File: src/rtl/countdown_sequencer_pkg.sv
// ----------------------------------------------------------------------------
// countdown_sequencer_pkg
// Shared definitions for the MM:SS countdown timer:
//   - state_t     : controller state encoding (values visible on STATE)
//   - SEC_TENS_MAX: largest legal seconds-tens digit
//   - DEC_MAX     : largest legal decimal digit
//   - clamp_digit / clamp_preset : force an arbitrary preset into legal BCD
// ----------------------------------------------------------------------------
package countdown_sequencer_pkg;

   typedef enum logic [1:0] {
      ST_IDLE    = 2'd0,
      ST_RUN     = 2'd1,
      ST_PAUSED  = 2'd2,
      ST_EXPIRED = 2'd3
   } state_t;

   localparam logic [3:0] SEC_TENS_MAX = 4'd5;
   localparam logic [3:0] DEC_MAX      = 4'd9;

   function automatic logic [3:0] clamp_digit(input logic [3:0] d,
                                              input logic [3:0] max_val);
      return (d > max_val) ? max_val : d;
   endfunction

   // Result layout matches TIME_OUT: {min tens, min units, sec tens, sec units}.
   function automatic logic [15:0] clamp_preset(input logic [7:0] pmin,
                                                input logic [7:0] psec);
      return {clamp_digit(pmin[7:4], DEC_MAX),
              clamp_digit(pmin[3:0], DEC_MAX),
              clamp_digit(psec[7:4], SEC_TENS_MAX),
              clamp_digit(psec[3:0], DEC_MAX)};
   endfunction

endpackage

File: src/rtl/countdown_sequencer_bcd_down_digit.sv
// ----------------------------------------------------------------------------
// bcd_down_digit
// One BCD down-counting digit of a cascaded timer.
//   CLK      : system clock, rising edge
//   RESET_N  : asynchronous active-low reset (digit clears to 0)
//   LOAD     : load LOAD_VAL this cycle (has priority over DEC)
//   LOAD_VAL : value to load
//   DEC      : decrement request from the previous stage
//   VALUE    : current digit value
//   BORROW   : combinational, DEC while VALUE==0; feeds the next digit's DEC
// On a borrow the digit wraps to DIGIT_MAX.
// ----------------------------------------------------------------------------
module bcd_down_digit #(
   parameter logic [3:0] DIGIT_MAX = 4'd9
) (
   input  logic       CLK,
   input  logic       RESET_N,
   input  logic       LOAD,
   input  logic [3:0] LOAD_VAL,
   input  logic       DEC,
   output logic [3:0] VALUE,
   output logic       BORROW
);

   logic [3:0] value_q;
   logic [3:0] value_d;

   always_comb begin
      value_d = value_q;
      if (LOAD) begin
         value_d = LOAD_VAL;
      end else if (DEC) begin
         value_d = (value_q == 4'd0) ? DIGIT_MAX : (value_q - 4'd1);
      end
   end

   always_ff @(posedge CLK or negedge RESET_N) begin
      if (!RESET_N) begin
         value_q <= 4'd0;
      end else begin
         value_q <= value_d;
      end
   end

   assign VALUE  = value_q;
   assign BORROW = DEC & (value_q == 4'd0);

endmodule

File: src/rtl/countdown_sequencer.sv
// ----------------------------------------------------------------------------
// countdown_sequencer
// MM:SS countdown timer controller (00:00 .. 99:59) built from four chained
// BCD down-digits, a TICK_DIV-cycle prescaler and a four-state FSM.
//   CLK         : system clock, rising edge
//   RESET_N     : asynchronous active-low reset
//   START       : pulse, start from IDLE or resume from PAUSED
//   PAUSE       : pulse, pause while running
//   CLEAR       : pulse, abort to IDLE from any state
//   PRESET_MIN  : BCD minutes {tens, units}
//   PRESET_SEC  : BCD seconds {tens, units}
//   TIME_OUT    : current time {min tens, min units, sec tens, sec units}
//   STATE       : 0=IDLE 1=RUN 2=PAUSED 3=EXPIRED
//   RUNNING     : STATE==RUN
//   ALARM_PULSE : one-cycle pulse in the cycle after expiry
// Input priority is CLEAR > PAUSE > START.
// ----------------------------------------------------------------------------
module countdown_sequencer
   import countdown_sequencer_pkg::*;
#(
   parameter int TICK_DIV   = 100000000,
   parameter int TICK_WIDTH = 27
) (
   input  logic        CLK,
   input  logic        RESET_N,
   input  logic        START,
   input  logic        PAUSE,
   input  logic        CLEAR,
   input  logic [7:0]  PRESET_MIN,
   input  logic [7:0]  PRESET_SEC,
   output logic [15:0] TIME_OUT,
   output logic [1:0]  STATE,
   output logic        RUNNING,
   output logic        ALARM_PULSE
);

   localparam logic [TICK_WIDTH-1:0] TICK_LAST = TICK_WIDTH'(TICK_DIV - 1);

   state_t                state_q, state_d;
   logic [TICK_WIDTH-1:0] presc_q, presc_d;
   logic                  alarm_q, alarm_d;

   logic [15:0] preset_clamped;
   logic        preset_zero;
   logic        load;
   logic        tick;
   logic        at_one;
   logic [3:0]  dec;
   logic        borrow_unused;

   assign preset_clamped = clamp_preset(PRESET_MIN, PRESET_SEC);
   assign preset_zero    = (preset_clamped == 16'h0000);
   assign at_one         = (TIME_OUT == 16'h0001);

   // Digits track the preset continuously while idle.
   assign load = (state_q == ST_IDLE);

   // CLEAR and PAUSE both suppress a coinciding tick.
   assign tick = (state_q == ST_RUN) && !CLEAR && !PAUSE && (presc_q == TICK_LAST);

   assign dec[0] = tick;

   bcd_down_digit #(.DIGIT_MAX(DEC_MAX)) u_sec_units (
      .CLK      (CLK),
      .RESET_N  (RESET_N),
      .LOAD     (load),
      .LOAD_VAL (preset_clamped[3:0]),
      .DEC      (dec[0]),
      .VALUE    (TIME_OUT[3:0]),
      .BORROW   (dec[1])
   );

   bcd_down_digit #(.DIGIT_MAX(SEC_TENS_MAX)) u_sec_tens (
      .CLK      (CLK),
      .RESET_N  (RESET_N),
      .LOAD     (load),
      .LOAD_VAL (preset_clamped[7:4]),
      .DEC      (dec[1]),
      .VALUE    (TIME_OUT[7:4]),
      .BORROW   (dec[2])
   );

   bcd_down_digit #(.DIGIT_MAX(DEC_MAX)) u_min_units (
      .CLK      (CLK),
      .RESET_N  (RESET_N),
      .LOAD     (load),
      .LOAD_VAL (preset_clamped[11:8]),
      .DEC      (dec[2]),
      .VALUE    (TIME_OUT[11:8]),
      .BORROW   (dec[3])
   );

   // The top digit never borrows: RUN stops at 00:00 before decrementing it.
   bcd_down_digit #(.DIGIT_MAX(DEC_MAX)) u_min_tens (
      .CLK      (CLK),
      .RESET_N  (RESET_N),
      .LOAD     (load),
      .LOAD_VAL (preset_clamped[15:12]),
      .DEC      (dec[3]),
      .VALUE    (TIME_OUT[15:12]),
      .BORROW   (borrow_unused)
   );

   always_comb begin
      state_d = state_q;
      presc_d = presc_q;
      alarm_d = 1'b0;
      unique case (state_q)
         ST_IDLE: begin
            presc_d = '0;
            if (!CLEAR && START && !preset_zero) begin
               state_d = ST_RUN;
            end
         end
         ST_RUN: begin
            if (CLEAR) begin
               state_d = ST_IDLE;
               presc_d = '0;
            end else if (PAUSE) begin
               // Prescaler phase is frozen so resume continues the same second.
               state_d = ST_PAUSED;
            end else if (tick) begin
               presc_d = '0;
               if (at_one) begin
                  state_d = ST_EXPIRED;
                  alarm_d = 1'b1;
               end
            end else begin
               presc_d = presc_q + TICK_WIDTH'(1);
            end
         end
         ST_PAUSED: begin
            if (CLEAR) begin
               state_d = ST_IDLE;
               presc_d = '0;
            end else if (START) begin
               state_d = ST_RUN;
            end
         end
         ST_EXPIRED: begin
            if (CLEAR) begin
               state_d = ST_IDLE;
               presc_d = '0;
            end
         end
         default: begin
            state_d = ST_IDLE;
            presc_d = '0;
         end
      endcase
   end

   always_ff @(posedge CLK or negedge RESET_N) begin
      if (!RESET_N) begin
         state_q <= ST_IDLE;
         presc_q <= '0;
         alarm_q <= 1'b0;
      end else begin
         state_q <= state_d;
         presc_q <= presc_d;
         alarm_q <= alarm_d;
      end
   end

   assign STATE       = state_q;
   assign RUNNING     = (state_q == ST_RUN);
   assign ALARM_PULSE = alarm_q;

endmodule

File: config.mk
export PLATFORM = sky130hd
export DESIGN_NAME = countdown_sequencer
export DESIGN_NICKNAME = d
export VERILOG_FILES = /design/src/rtl/countdown_sequencer_pkg.sv /design/src/rtl/countdown_sequencer_bcd_down_digit.sv /design/src/rtl/countdown_sequencer.sv
export SDC_FILE = /design/constraint.sdc
export NUM_CORES = 1
export LEC_CHECK = 0
export BUFFER_PORTS_ARGS = -buffer_cell sky130_fd_sc_hd__buf_2
export CAP_MARGIN = 0
export CELL_PAD_IN_SITES_DETAIL_PLACEMENT = 1
export CELL_PAD_IN_SITES_GLOBAL_PLACEMENT = 1
export CORE_UTILIZATION = 46
export DETAILED_ROUTE_END_ITERATION = 12
export PLACE_DENSITY = 0.89
export SYNTH_ARGS = -nofsm -noshare
export SYNTH_HDL_FRONTEND = slang
export SYNTH_SLANG_ARGS = --single-unit
File: constraint.sdc
create_clock -name CLK -period 6 [get_ports CLK]
set_input_delay 0.3 -clock CLK [delete_from_list [all_inputs] [get_ports CLK]]
set_output_delay 0.3 -clock CLK [all_outputs]
set_load 0.01 [all_outputs]
== Word-level counts from Yosys, hierarchy flattened ==
Index checks and enable logic that the tools add are counted.

* Register bits after elaboration: 46
* Bits of input ports: 21

* $add $sub $neg: 5
* Magnitude comparators: 4
* Equal/unequal tests: 12
* Muxes and demuxes: 35
* Bitwise operators: 3
* Reduce and logical (&&, ||, !) cells: 21

{| class="wikitable"
|+ Operators by type and width
! kind !! count
|-
| two-way mux 27 bit || 4
|-
| case mux 27 bit (3 select lines) || 1
|-
| two-way mux 4 bit || 16
|-
| adder 27 x 1 -> 27 bit, second input constant || 1
|-
| == test 27 bit, second input constant || 1
|-
| == test 16 x 1 -> 1 bit, second input constant || 1
|-
| logical NOT 16 bit || 1
|-
| logical NOT 4 bit || 4
|-
| two-way mux 2 bit || 8
|-
| subtractor 4 x 1 -> 4 bit, second input constant || 4
|-
| greater-than comparator 4 bit, second input constant || 3
|-
| inequality test 4 x 3 -> 1 bit, second input constant || 2
|-
| case mux 2 bit (4 select lines) || 1
|-
| nonzero test 2 bit || 4
|-
| inequality test 3 bit, second input constant || 2
|-
| logical AND 1 bit || 5
|-
| two-way mux 1 bit || 5
|-
| AND reduction 5 bit || 1
|-
| == test 2 bit, second input constant || 2
|-
| greater-than comparator 4 x 3 -> 1 bit, second input constant || 1
|-
| inequality test 2 x 1 -> 1 bit, second input constant || 2
|-
| AND 1 bit || 3
|-
| logical NOT 1 bit || 3
|-
| == test 2 x 1 -> 1 bit, second input constant || 1
|-
| 4 further kinds || 4
|}

== Longest topological paths before layout ==
Gate-level depths: netlist (run 1).

* Word-level depth: 9
* Gate-level depth with buffers: 8
* Mapped depth without buffers: 6

== By module ==
A second synthesis (run 1) with hierarchy kept.

* Cells, all modules: 283
* Area, all modules: 2,667.6 µm²

{| class="wikitable"
|+ By module, submodules not included
! module !! instances !! cells each !! area an instance (µm²)
|-
| countdown_sequencer || 1 || 196 || 1,771.7
|-
| bcd_down_digit (u_min_tens ...) || 3 || 22 || 231.5
|-
| bcd_down_digit (u_sec_tens) || 1 || 21 || 201.4
|}

== Least setup slack after synthesis (run 1) ==
No wires, ideal clock.

* Path kind: reg-to-reg
* Start: register presc_q[0]
* End: register presc_q[8]
* Arrival time: 2,432 ps
* Required time: 5,881 ps
* Setup slack: 3,449 ps
* Stages on the path, launching flop included: 9
* Period minus slack after synthesis: 2,551 ps
* Cells stage by stage: dfrtp_1 > ha_1 > or4bb_1 > or4_1 > buf_4 > o311a_1 > nor2_4 > buf_4 > nor2_1

* Longest elaborated chain between the ends: 6
* Elaborated cells on any way between the ends: 7
* Those cells by class: add/sub: 1; eq/ne: 1; mux: 4; reduce/logical: 1

{| class="wikitable"
|+ RTL lines
! what !! line !! text
|-
| from (decl) || countdown_sequencer.sv:40 || <nowiki>logic [TICK_WIDTH-1:0] presc_q, presc_d;</nowiki>
|-
| from (signal assigned) || countdown_sequencer.sv:160 || <nowiki>presc_q <= presc_d;</nowiki>
|-
| branches (longest 2 deep; another with adder 27 x 1 -> 27 bit) || - ||
|-
| two-way mux 27 bit (*) || countdown_sequencer.sv:122 || <nowiki>end else if (tick) begin</nowiki>
|-
| two-way mux 27 bit (*) || countdown_sequencer.sv:119 || <nowiki>end else if (PAUSE) begin</nowiki>
|-
| two-way mux 27 bit (*) || countdown_sequencer.sv:116 || <nowiki>if (CLEAR) begin</nowiki>
|-
| case mux 27 bit (3 select lines) (*) || countdown_sequencer.sv:108 || <nowiki>unique case (state_q)</nowiki>
|}

Mark *: on every way between the ends. The select of a mux whose other input is x is not followed.
A chain may end at the register's enable or synchronous reset.

== Worst setup path after layout (run 1) ==
* Start: register presc_q[0]
* End: register presc_q[0]

Same word-level chain as after synthesis.

==> results of run 1 <==
==> power breakdown <==
group          internal [mW]  switching (mW)
Sequential             0.326          0.0261
Combinational         0.0410          0.0636
Clock                  0.133           0.106
==> cells in the mapped netlist, types with 7 or more instances <==
| library cell | number |
|---|---|
| nand2_1 | 21 |
| nor4_1 | 8 |
| inv_1 | 7 |
| o21ai_0 | 10 |
| dfrtp_1 | 46 |
| a21oi_1 | 14 |
| clkbuf_1 | 10 |
| nor3_1 | 11 |
| xor2_1 | 23 |
| nand3_1 | 12 |
| xnor2_1 | 10 |
| nand4_1 | 13 |
| nor2_1 | 48 |
==> logic make-up after synthesis <==
logic type | count (synthesis) | synth area share (%)
flip-flops | 46 | 43.9
AND/OR/NAND/NOR | 150 | 31.2
multiplexers | 2 | 0.764
adder cells (fa/ha/maj) | 1 | 0.477
buffers and inverters | 20 | 3.29
XOR/XNOR | 33 | 11.0
AO/OA/AOI/OAI | 39 | 9.31
==> path summary, 6_finish.rpt <==
kind | slack [ns] | cells past startpoint | end | startpoint
worst max-delay path | 2.98 | 6 | presc_q[0] | presc_q[0]
worst min-delay path | 0.16 | 1 | u_min_tens.VALUE[0] | RESET_N
worst max register to register | 2.98 | 6 | presc_q[0] | presc_q[0]
worst min register to register | 0.53 | 2 | presc_q[5] | presc_q[5]
max in group asynchronous | 5.17 | 1 | STATE[1] | RESET_N
min in group CLK | 0.26 | 3 | u_min_units.VALUE[1] | PRESET_MIN[1]
==> through the flow <==
| stage | hold slack (ns) | total power [mW] |
|---|---|---|
| floorplan | 0.00441 | 0.415 |
| global placement | 0.513 | 0.458 |
| detailed placement | 0.517 | 0.463 |
| CTS | 0.205 | 0.702 |
| global route | 0.272 | 0.726 |
| finish | 0.159 | 0.696 |
==> state kept, by name, summed over array words and instances, names as in the netlist <==
signal / cells
u_min_tens.VALUE: 4
u_min_units.VALUE: 4
u_sec_units.VALUE: 4
u_sec_tens.VALUE: 4
ALARM_PULSE: 1
STATE: 2
presc_q: 27
==> layout make-up <==
class	count	area, µm²	area share, %
clock inverter	1	30.0	1.01
sequential	46	1150	38.8
inverter	7	26.3	0.886
multi-input combinational	225	1380	46.7
tap	72	90.1	3.04
clock buffer	6	82.6	2.79
timing repair buffer	40	200	6.75
==> worst register-to-register path: cells and delay by family, from the launching register on <==
family / cells / cell delay [ns]
compound gates: 1 / 0.46
fa+ha+maj: 1 / 0.22
flops: 1 / 0.40
simple gates: 4 / 1.81
==> per-layer routing <==
metal  part of all wire [%]  wire, µm
met1                     47      3130
met3                    2.8       185
met5                      0         0
met4                    1.9       129
met2                     48      3170
==> results.cfg, run 1 <==
[status]
outcome = completed

[critical_path]
crit_path_start_kind = flip-flop
crit_path_cell_trace = ha_1, or4bb_1, or4_1, o311a_1, nor2_4, nor2_1
critPathMaxStageDelay_ns = 0.75
path_class = flip-flop to flip-flop
arrival_ns = 3.18
endpoint_kind = flip-flop
critPathBufInv = 0
critPathMaxFanout = 26
worst_ep_required_time_ns = 6.16
path_delay_family = simple AND/OR/NAND/NOR gates
cp_slowest_cell = or4_1

[cts]
clockRootBuffer = clkbuf_8
clock_path_buffers = 2
cts-buffers-inserted = 5
insertion_delay_ns = 0.30
postCtsSetupBuffers = 0
clkSlewWorstSetupHoldPaths_ns = 0.09
cts_hold_buf = 0
h-tree-depth = 2
clkSinkCount = 46
ctsResizeCount = 0
cts_tree = built

[global_routing]
grt_max_degree = 47
use_met1_pct = 32.4
grt_use_total_pct = 24.3
grt_remaining_overflow = 0
use_met3_pct = 3.88
grt_util_met2_pct = 40.0
grt_pass1_wl_mm = 11.5
grt_pass1_vias = 2355
antenna_found_initial = 0
busiest_layer = met2

[yosys]
synth.largest_area_cell = dfrtp_1
async_flop_share_pct = 100
synth_area_leaders = dfrtp_1 (44%), xor2_1 (7.7%), nor2_1 (6.9%), xnor2_1 (3.3%), nand4_1 (3.1%)
synth_edf_count = 0
netlist_area_um2 = 2620
ys.flop_type = dfrtp_1
syn_area_per_cell_um2 = 9.01
seq_area_frac_synth_pct = 43.9
synth_fp_nets = 313
yosysWarnings = 0
ys_types = 45
syn_inst = 291
synth_top_area_share_pct = 43.9
synth_seq_cells = 46

[pwr]
p_leak_nw = 1.26
power_density_nw_per_um2 = 235
vdd_drop_max_mv = 0.130

[cells_and_area]
area_growth_pct = 13.1
final-instance-count-excl-fill = 397
n_antenna_cell = 0
final_cell_area_um2 = 2960
final_cell_mix = nor2_1 (48), dfrtp_1 (46), buf_2 (40), xor2_1 (23), nand2_1 (21)
drive_above_1_share_pct = 16.6
n_fill_cell = 678
finish.utilization_pct = 53.8
layout_commonest_cell = nor2_1
fin_nets = 347

[sta]
final-hold-violation-count = 0
slew_headroom_pct = 23.4
final_max_slew_viol_count = 0
finalCritPeriodShare_pct = 50.4
setup_tns_ns = 0
period_needed_ns = 3.02
finalSetupViolCount = 0
grt_setup_unrepaired = false
setup_slack_ns = 2.98
final.setup_skew_ns = 0.00701
worst_slew_pin_slew_ns = 1.14
fmax_mhz = 331

[route]
drtIter0Drc = 144
vias_per_cell = 5.68
drt-pass1-iter-count = 4
vias = 2254
wirelength_mm = 6.62
wire_per_inst_um = 16.7
ant_nets = 0
drc_errors = 0

[placement]
dpl.hpwl_mm = 4.76
dp_slack_ns = 2.97
post_dp_cell_area_um2 = 2850
dp_cells = 390
portBuffers = 40
place.gp.congestion = 0.812

[flow_run]
drv_cap = 0

[worst_hold_path]
hold_path_class = input port to asynchronous set/reset pin

[floorplan]
start_util_pct = 47.6
ios = 41
die_area_um2 = 6000
die_w_um = 77.5
die_height_um = 77.5
coreArea_um2 = 5510
num_rows = 27
(Power assumes the default switching activity.)
==> inputs of run 2 (changes only) <==
--- a/config.mk
+++ b/config.mk
@@ -9,9 +9,9 @@
 export CAP_MARGIN = 0
 export CELL_PAD_IN_SITES_DETAIL_PLACEMENT = 1
 export CELL_PAD_IN_SITES_GLOBAL_PLACEMENT = 1
-export CORE_UTILIZATION = 46
+export CORE_UTILIZATION = 43
 export DETAILED_ROUTE_END_ITERATION = 12
-export PLACE_DENSITY = 0.89
+export PLACE_DENSITY = 0.85
 export SYNTH_ARGS = -nofsm -noshare
 export SYNTH_HDL_FRONTEND = slang
 export SYNTH_SLANG_ARGS = --single-unit
==> constraint.sdc (replaced) <==
create_clock -name CLK -period 3.1 [get_ports CLK]
set_input_delay 0.155 -clock CLK [delete_from_list [all_inputs] [get_ports CLK]]
set_output_delay 0.155 -clock CLK [all_outputs]
set_load 0.01 [all_outputs]
==> results.cfg, run 2 (synthesis gave the netlist of run 1 again) <==
[cts]
ctsResizeCount = 0
cts-buffers-inserted = 5
postCtsSetupBuffers = 0
clkSinkCount = 46
insertion_delay_ns = 0.31
cts_hold_buf = 0
cts_tree = built
h-tree-depth = 2
clockRootBuffer = clkbuf_8
clock_path_buffers = 2
clkSlewWorstSetupHoldPaths_ns = 0.09

[cells_and_area]
top_register = presc_q
final_cell_mix = nor2_1 (48), dfrtp_1 (46), buf_2 (40), xor2_1 (23), nand2_1 (21)
layout_commonest_cell = nor2_1
drive_above_1_share_pct = 18.1
final-instance-count-excl-fill = 407
largest_reg_flops = 27
n_antenna_cell = 0
area_growth_pct = 14.8
fin_nets = 353

[global_routing]
grt_pass1_vias = 2405
grt_use_total_pct = 23.2
antenna_found_initial = 0
grt_remaining_overflow = 0
grt_pass1_wl_mm = 11.3
grt_max_degree = 47

[sta]
final_max_slew_viol_count = 0
final-hold-violation-count = 0
whs_ns = 0.00949
final.setup_skew_ns = 0.00943
setup_tns_ns = 0
finalSetupViolCount = 0
grt_setup_unrepaired = false
period_needed_ns = 2.81
finalCritPeriodShare_pct = 90.5
slew_headroom_pct = 29.6
worst_slew_pin_slew_ns = 1.06
setup_slack_ns = 0.294
fmax_mhz = 356

[floorplan]
coreArea_um2 = 5890
ios = 41
die_area_um2 = 6410
num_rows = 28
start_util_pct = 44.5
die_height_um = 80.1
die_w_um = 80.1

[pwr]
power_density_nw_per_um2 = 446
p_sw_share_pct = 28.9
p_leak_nw = 1.29
seq_power_share_pct = 50.7
p_comb_share_pct = 15.5
p_int_mw = 0.956
vdd_drop_max_mv = 0.272
p_sw_mw = 0.388
total_power_mw = 1.34
clkPwrFrac_pct = 33.8

[critical_path]
endpoint_kind = flip-flop
path_delay_family = simple AND/OR/NAND/NOR gates
critPathBufInv = 0
path_class = flip-flop to flip-flop
cp_slowest_cell = or4_1
crit_path_start_kind = flip-flop
arrival_ns = 3.03
critPathMaxFanout = 4
critPathMaxStageDelay_ns = 0.58
crit_path_cell_trace = ha_1, or4bb_1, or4_1, or2_1, or4b_1, a21oi_1
worst_ep_required_time_ns = 3.32

[route]
wire_per_inst_um = 16.6
vias_per_cell = 5.66
drtIter0Drc = 125
wirelength_mm = 6.76
vias = 2305
drt-pass1-iter-count = 4
ant_nets = 0
drc_errors = 0

[status]
outcome = completed

[placement]
dp_slack_ns = 0.338
dpl.hpwl_mm = 4.87
place.gp.congestion = 0.792
dp_cells = 399
portBuffers = 40

[flow_run]
drv_cap = 0

[worst_hold_path]
hold_path_class = input port to asynchronous set/reset pin
[run 2: cell type report]
| class | instances | area, µm² |
|---|---|---|
| timing repair buffer | 46 | 245 |
| inverter | 7 | 26.3 |
| tap | 75 | 93.8 |
| sequential | 46 | 1150 |
| fill | 718 | 2880 |
| clock buffer | 6 | 72.6 |
| multi-input combinational | 225 | 1380 |
| clock inverter | 2 | 37.5 |
[run 2: power groups by stage]
stage          clock, mW  combinational, mW  sequential, mW
3_5_place_dp           0              0.211           0.692
4_1_cts            0.464              0.212           0.680
6_report           0.454              0.208           0.681
2_1_floorplan          0              0.110           0.693
3_3_place_gp           0              0.205           0.690
5_1_grt            0.486              0.234           0.687
[run 2: worst paths after layout]
kind | start | slack [ns] | endpoint | cells past startpoint
setup / recovery | presc_q[1] | 0.29 | STATE[1] | 6
hold / removal | RESET_N | 0.009 | u_min_tens.VALUE[1] | 1
setup reg to reg | presc_q[1] | 0.29 | STATE[1] | 6
hold reg to reg | presc_q[7] | 0.54 | presc_q[7] | 2
max in group asynchronous | RESET_N | 2.41 | presc_q[0] | 1
min in group CLK | PRESET_MIN[7] | 0.10 | u_min_tens.VALUE[3] | 3
[run 2: worst reg2reg max path, stage by stage, from the launching register on]
cell	delay, ns
dfrtp_1	0.40
ha_1	0.23
or4bb_1	0.48
or4_1	0.58
or2_1	0.31
or4b_1	0.54
a21oi_1	0.19
[run 2: stage by stage]
stage	instance area, µm²	utilization [%]
finish	3010	51.1
global route	3010	51.1
CTS	3010	51.1
detailed placement	2900	49.3
global placement	2900	49.3
floorplan	2620	-
[run 2: metal layers]
layer	up-vias	track usage (%)	share of wire, %
li1	1110	-	-
met1	1148	29.1	46
met2	40	41.3	50
met3	7	4.20	3.1
met4	0	5.00	1.2
met5	-	0	0
